[src/rtl/vol_ramp_ctrl.sv]
// Per-channel volume ramp controller: walks all channels once per frame tick and slews
// each current volume toward its target by at most its step. Optional soft mute: VOL_RAMP_MUTE_EN.
module vol_ramp_ctrl #(
    parameter int NUM_CH      = 8,
    parameter int NUM_CH_LOG2 = 3,
    parameter int VOL_WIDTH   = 32,
    parameter int STEP_WIDTH  = 16
) (
    input  logic                        clk,
    input  logic                        rst,
    input  logic                        wr_en_i,
    input  logic [NUM_CH_LOG2-1:0]      wr_ch_i,
    input  logic [VOL_WIDTH-1:0]        wr_vol_i,
    input  logic [STEP_WIDTH-1:0]       wr_step_i,
    input  logic                        tick_i,
`ifdef VOL_RAMP_MUTE_EN
    input  logic [NUM_CH-1:0]           mute_i,
`endif
    output logic [NUM_CH*VOL_WIDTH-1:0] vol_o,
    output logic [NUM_CH-1:0]           ramping_o,
    output logic                        busy_o,
    output logic                        overrun_o
);

    // state  | meaning
    // S_IDLE | waiting for a tick (or a tick remembered during the last scan)
    // S_SCAN | updating channel idx this cycle, one channel per clock
    typedef enum logic {S_IDLE, S_SCAN} state_t;

    localparam logic [NUM_CH_LOG2-1:0] LAST_CH = NUM_CH_LOG2'(NUM_CH - 1);

    state_t                   state, state_nxt;
    logic [NUM_CH_LOG2-1:0]   idx, idx_nxt;
    logic                     pending, pending_nxt;
    logic                     overrun, overrun_nxt;
    logic                     upd_en;

    logic [VOL_WIDTH-1:0]     tgt     [NUM_CH];
    logic [STEP_WIDTH-1:0]    step    [NUM_CH];
    logic [VOL_WIDTH-1:0]     cur     [NUM_CH];
    logic [VOL_WIDTH-1:0]     eff_tgt [NUM_CH];
    logic [NUM_CH-1:0]        ramping;

    logic [VOL_WIDTH-1:0]     cur_sel, tgt_sel, step_ext, gap, new_val;
    logic [VOL_WIDTH:0]       sum;

    always_comb begin
        for (int i = 0; i < NUM_CH; i++) begin
`ifdef VOL_RAMP_MUTE_EN
            eff_tgt[i] = mute_i[i] ? '0 : tgt[i];
`else
            eff_tgt[i] = tgt[i];
`endif
        end
    end

    always_ff @(posedge clk) begin
        if (rst) begin
            state   <= S_IDLE;
            idx     <= '0;
            pending <= 1'b0;
            overrun <= 1'b0;
        end else begin
            state   <= state_nxt;
            idx     <= idx_nxt;
            pending <= pending_nxt;
            overrun <= overrun_nxt;
        end
    end

    always_comb begin
        state_nxt   = state;
        idx_nxt     = idx;
        pending_nxt = pending;
        overrun_nxt = overrun;
        upd_en      = 1'b0;
        case (state)
            S_IDLE: begin
                if (tick_i || pending) begin
                    state_nxt   = S_SCAN;
                    idx_nxt     = '0;
                    pending_nxt = 1'b0;
                end
            end
            S_SCAN: begin
                upd_en = 1'b1;
                if (tick_i) begin
                    if (pending) overrun_nxt = 1'b1;
                    else         pending_nxt = 1'b1;
                end
                if (idx == LAST_CH) begin
                    // Back-to-back scan when a tick is waiting; no idle gap.
                    if (pending || tick_i) begin
                        idx_nxt     = '0;
                        pending_nxt = 1'b0;
                    end else begin
                        state_nxt = S_IDLE;
                    end
                end else begin
                    idx_nxt = idx + 1'b1;
                end
            end
            default: state_nxt = S_IDLE;
        endcase
    end

    always_comb begin
        cur_sel  = cur[idx];
        tgt_sel  = eff_tgt[idx];
        step_ext = VOL_WIDTH'(step[idx]);
        sum      = {1'b0, cur_sel} + {1'b0, step_ext};
        gap      = cur_sel - tgt_sel;
        new_val  = cur_sel;
        if (step_ext == '0) begin
            new_val = tgt_sel;
        end else if (cur_sel < tgt_sel) begin
            new_val = (sum >= {1'b0, tgt_sel}) ? tgt_sel : sum[VOL_WIDTH-1:0];
        end else if (cur_sel > tgt_sel) begin
            new_val = (gap > step_ext) ? (cur_sel - step_ext) : tgt_sel;
        end
    end

    // Register reads above see pre-write tgt/step, so a colliding write lands next tick.
    always_ff @(posedge clk) begin
        if (rst) begin
            for (int i = 0; i < NUM_CH; i++) begin
                tgt[i]  <= '0;
                step[i] <= '0;
                cur[i]  <= '0;
            end
            ramping <= '0;
        end else begin
            if (wr_en_i) begin
                tgt[wr_ch_i]  <= wr_vol_i;
                step[wr_ch_i] <= wr_step_i;
            end
            if (upd_en) cur[idx] <= new_val;
            for (int i = 0; i < NUM_CH; i++) begin
                ramping[i] <= (cur[i] != eff_tgt[i]);
            end
        end
    end

    for (genvar g = 0; g < NUM_CH; g++) begin : g_vol
        assign vol_o[g*VOL_WIDTH +: VOL_WIDTH] = cur[g];
    end

    assign ramping_o = ramping;
    assign busy_o    = (state == S_SCAN);
    assign overrun_o = overrun;

endmodule

[config.mk]
export PLATFORM = sky130hd
export DESIGN_NAME = vol_ramp_ctrl
export DESIGN_NICKNAME = d
export VERILOG_FILES = /design/src/rtl/vol_ramp_ctrl.sv
export SDC_FILE = /design/constraint.sdc
export NUM_CORES = 2
export LEC_CHECK = 0
export CAP_MARGIN = 0
export CORE_ASPECT_RATIO = 2
export CORE_UTILIZATION = 45
export DETAILED_ROUTE_END_ITERATION = 16
export GPL_ROUTABILITY_DRIVEN = 1
export REMOVE_ABC_BUFFERS = 1
export SLEW_MARGIN = 30
export SYNTH_ARGS = -nofsm -noshare
export SYNTH_HDL_FRONTEND = slang
export SYNTH_SLANG_ARGS = --single-unit
[constraint.sdc]
create_clock -name clk -period 14.7 [get_ports clk]
set_input_delay 1.47 -clock clk [delete_from_list [all_inputs] [get_ports clk]]
set_output_delay 1.47 -clock clk [all_outputs]
set_load 0.1 [all_outputs]
# ---- After elaboration in Yosys (flattened, before gate mapping)
# Memory sizes are Yosys's and may differ from the RTL's. A register that Yosys moved wholly into a read port is not among the register bits.
# Index checks and enable logic that the tools add are counted.
dict set report word_totals {
  regBits 14
  mem_bits_rw 640
  input_bits 55
  out_inout_bits 266
  wordCells 74
  n_memories 3
}
# name words width read_ports rd_ports_with_merged_regs write_ports line
set mem_list {}
lappend mem_list {cur 8 32 9 1 8 40} ;# logic [VOL_WIDTH-1:0] cur [NUM_CH];
lappend mem_list {tgt 8 32 8 0 8 38} ;# logic [VOL_WIDTH-1:0] tgt [NUM_CH];
lappend mem_list {step 8 16 1 1 8 39} ;# logic [STEP_WIDTH-1:0] step [NUM_CH];
dict set report op_classes {
  add_sub_neg 4
  order_cmp 5
  eq_ne 10
  mux 39
  bitwise_logic 2
  n_reduce_logical 6
}
# op n
set ops {}
lappend ops {{32-bit two-way mux} 9}
lappend ops {{32-bit != test} 8}
lappend ops {{32-bit binary-select mux with 3-bit select} 1}
lappend ops {{32-bit OR reduction} 2}
lappend ops {{32-bit by 16-bit adder with 33-bit output} 1}
lappend ops {{33-bit by 32-bit greater-or-equal comparator with 1-bit output} 1}
lappend ops {{32-bit by 16-bit greater-than comparator with 1-bit output} 1}
lappend ops {{32-bit greater-than comparator} 1}
lappend ops {{32-bit less-than comparator} 1}
lappend ops {{32-bit by 16-bit subtractor with 32-bit output} 1}
lappend ops {{32-bit subtractor} 1}
lappend ops {{3-bit two-way mux} 7}
lappend ops {{1-bit two-way mux} 18}
lappend ops {{16-bit zero test} 1}
lappend ops {{16-bit two-way mux} 1}
lappend ops {{16-bit OR reduction} 1}
lappend ops {{3-bit one-hot mux with 2 select lines} 1}
lappend ops {{4-bit greater-or-equal comparator (second input constant)} 1}
lappend ops {{3-bit NOT with 4-bit output} 1}
lappend ops {{1-bit one-hot mux with 2 select lines} 2}
lappend ops {{3-bit by 1-bit adder with 3-bit output (second input constant)} 1}
lappend ops {{3-bit == test (second input constant)} 1}
lappend ops {{3-bit AND reduction} 1}
lappend ops {{2-bit != test (second input constant)} 1}
lappend ops {{other kinds (2)} 2}

# ---- Logic depth before layout (Yosys ltp)
dict set report depth {
  ltp_word 11
  ltp_mapped 38
}

# ---- Worst setup path before layout
# No wires, ideal clock.
dict set report synth_timing {
  path_kind {reg2reg}
  start {register idx[2]}
  end {memory cur[0][23], data pin}
  t_arrival_ps 7350
  required_ps 14434
  path_slack_ps 7084
  stages_incl_launch_ff 35
  period_less_slack_ps 7616
  path_cell_list {dfxtp_1 -> buf_6 -> buf_2 -> buf_6 -> buf_4 -> buf_2 -> buf_2 -> buf_2 -> buf_1 -> mux4_2 -> nand2_1 -> nand3_1 -> ha_1 -> clkbuf_1 -> inv_1 -> a21o_1 -> o221ai_1 -> a21o_1 -> o31ai_1 -> a221o_1 -> and2_1 -> nand4_1 -> xnor2_1 -> ha_1 -> o21a_1 -> o21ai_0 -> o22ai_1 -> a311oi_1 -> nand2_1 -> a311oi_4 -> nor2_8 -> a22o_1 -> o31a_1 -> o32ai_4 -> nor2_1}
}
# element line
set synth_rtl {}
lappend synth_rtl {{start, declared} 33} ;# logic [NUM_CH_LOG2-1:0] idx, idx_nxt;
lappend synth_rtl {{start signal, assigned} 65} ;# idx <= idx_nxt;
lappend synth_rtl {{end, declared} 40}

==> flow_summary.toml <==
[floorplan]
row_count = 149
die_y_um = 409
initial_utilization = 0.454
core_um2 = 82200
die_area_um2 = 84200
die_w_um = 206
num_io_pins = 321

[detailed_routing]
drtIter0Drc = 5167
first_pass_iters = 8
via_count = 32900
wl_per_cell_um = 44.2
antenna_left = 0
routed_via_density = 7.01
drc = 0
wl_um = 207000

[power_and_ir_drop]
p_clk_frac = 0.266
pwr-share-comb = 0.355
p_int_w = 0.00357
p_leak_nw = 15.2
seqPwrFrac = 0.379
netSwitchingFraction = 0.406
p_per_area_nw_per_um2 = 136
p_switching_w = 0.00244
irDropWorstVdd_mv = 0.121

[synth]
synth-main-ff-cell = "edfxtp_1"
yosys.area_share.simple = 0.169
synth_seq_area_share = 0.522
synthCells = 3296
synthDistinctLibCells = 100
syn_area_per_cell_um2 = 11.3
synthArstFlopShare = 0
synth_top_cells_by_count = "edfxtp_1, and2_1, nor2_1"
yosys-mux-area-fraction = 0.0347
synth-seq-cells = 654
post-synth-top-count-cell = "edfxtp_1"
syn-cell-area_um2 = 37300
synth_top_family_by_area = "simple AND/OR/NAND/NOR gates"
synth_edf_count = 640
synthXorXnorAreaFrac = 0.0763
synth_top_cell_area_share = 0.515
ys_warn_count = 0
synth_compound_area_frac = 0.129
yosys-top-cells-area = "edfxtp_1, xnor2_1, and2_1"
synthAdderAreaFrac = 0.0398
synth_largest_area_cell = "edfxtp_1"

[placement]
routabilityCongestion = 1.05
placed_cell_area_um2 = 42100
hpwlAfterDp_um = 146000
place_worst_setup_slack_ns = 4.13
io_buffers = 320

[finish]
fin_util = 0.537
drive_gt1_frac = 0.0955
final_area_um2 = 44100
nFillCells = 7219
fin_nets = 3759
area_growth_pct = 18.2

[clock_network]
cts_root_buf = "clkbuf_16"
cts_inserted_buffers = 57
clockBufferDepth = 3
cts.repair_timing.setup_buffer_count = 0
cts.hold.buffers_added = 0
clock-sinks = 654
cts_resized = 0
cts_tree = "yes"
htree_levels = 2
clk-insertion-delay-late_ns = 0.71
clkSlewWorstSetupHoldPaths_ns = 0.07

[timing]
fin_worst_skew_ns = 0.0373
hold_violations = 0
max_slew.worst_pin.slew_ns = 1.15
min_period_over_period = 0.765
min_period_ns = 11.24
relSlewSlack = 0.227
worst_slack_ns = 3.46
fmaxAchievable_mhz = 89.0
grt_setup_unrepaired = "false"
tns_ns = 0
whs_ns = 0.488
setup_viol = 0
slew_viol_final = 0

[setup_path]
worstSetupEndpointType = "register"
timing.critical_path.mode_cell = "buf_4"
startpoint_type = "register"
cpPeakStageDelay_ns = 0.82
cp_slowest_cell = "dfxtp_4"
crit_required_ns = 15.12
r2r_cells = 30
cp_data_arrival_time_ns = 11.66
crit_type = "reg -> reg"
critPathMaxFanout = 46

[grt]
grt_pass1_vias = 32200
grt_max_degree = 52
grt_usage = 0.493
grt_remaining_overflow = 0
grt_pass1_wl_um = 276000
antenna_found_initial = 14

[worst_hold_path]
hold_path_class = "reg -> reg"
hold_depth = 2

[run]
drv_cap = 0

[status]
status = "completed"
-- layout by cell type (no fill, tap or decap), types with 22 or more instances in the layout --
cell type and count:
nand2_1 102, clkbuf_16 57, a21oi_1 137, a221oi_1 48
a21o_1 35, edfxtp_1 640, mux2_2 22, mux2i_1 45
mux4_2 24, nor3_1 36, nor2_1 346, xnor2_1 296
inv_1 59, nand3_1 48, a221o_1 27, nand4_1 108
clkdlybuf4s50_1 320, o21ai_0 62, buf_4 97, a22oi_1 145
ha_1 114, and2_1 394
-- worst max-delay path, delay by kind of cell (launching register included) --
| family | cells | cell delay, ns |
|---|---|---|
| DFF | 1 | 0.82 |
| adders and majority gates | 2 | 0.82 |
| xor gates and xnor gates | 1 | 0.71 |
| buffers and inverters | 6 | 2.18 |
| AOI/OAI and AO/OA | 14 | 4.79 |
| and+or+nand+nor | 7 | 1.52 |
-- stage by stage --
stage                     std cells  power, W
after global routing           4693   0.00610
after global placement         4582   0.00432
after CTS                      4691   0.00590
after floorplan                3107   0.00345
after detailed placement       4584   0.00434
final                          4697   0.00602
-- final timing paths --
path	end	slack (ns)	start
worst max register to register	cur[5][31]$_SDFFCE_PN0P_	3.46	idx[1]$_SDFF_PP0_
worst min-delay path	overrun_o$_SDFFE_PP0P_	0.49	overrun_o$_SDFFE_PP0P_
worst max-delay path	cur[5][31]$_SDFFCE_PN0P_	3.46	idx[1]$_SDFF_PP0_
worst min register to register	overrun_o$_SDFFE_PP0P_	0.49	overrun_o$_SDFFE_PP0P_
-- power groups by stage --
stage	combinational [W]	clock, W	sequential [W]
6_report	0.00213	0.00160	0.00228
5_1_grt	0.00217	0.00165	0.00228
4_1_cts	0.00204	0.00159	0.00227
3_5_place_dp	0.00203	0	0.00231
3_3_place_gp	0.00202	0	0.00231
2_1_floorplan	0.000930	0	0.00252
-- flip-flops by register name, indices dropped and copies added, names as in the netlist --
signal / cells
tgt: 256
idx: 3
overrun_o: 1
ramping_o: 8
busy_o: 1
step: 128
cur: 256
pending: 1
-- routing by layer --
layer  track usage  up-vias  part of all wire
met4         0.467       10              0.12
met5      0.000595        -           0.00036
li1              -    12800                 -
met2         0.768     3024              0.45
met3         0.151      982              0.13
met1         0.525    16000              0.30
-- cell families after synthesis --
logic type | Yosys count
buf+inv | 252
mux | 96
flops | 654
xor+xnor | 325
fa+ha+maj | 117
compound gates | 659
simple gates | 1193
-- layout make-up --
cell class | instances | area (um^2) | share of cell area
sequential | 654 | 19500 | 0.442
multi-input combinational | 2390 | 17200 | 0.389
timing repair buffer | 421 | 3980 | 0.0901
clock buffer | 64 | 1450 | 0.0329
tap | 1057 | 1320 | 0.0300
clock inverter | 43 | 459 | 0.0104
inverter | 63 | 236 | 0.00536
antenna | 5 | 12.5 | 0.000284
No activity file was read; power rests on OpenSTA's default activity.
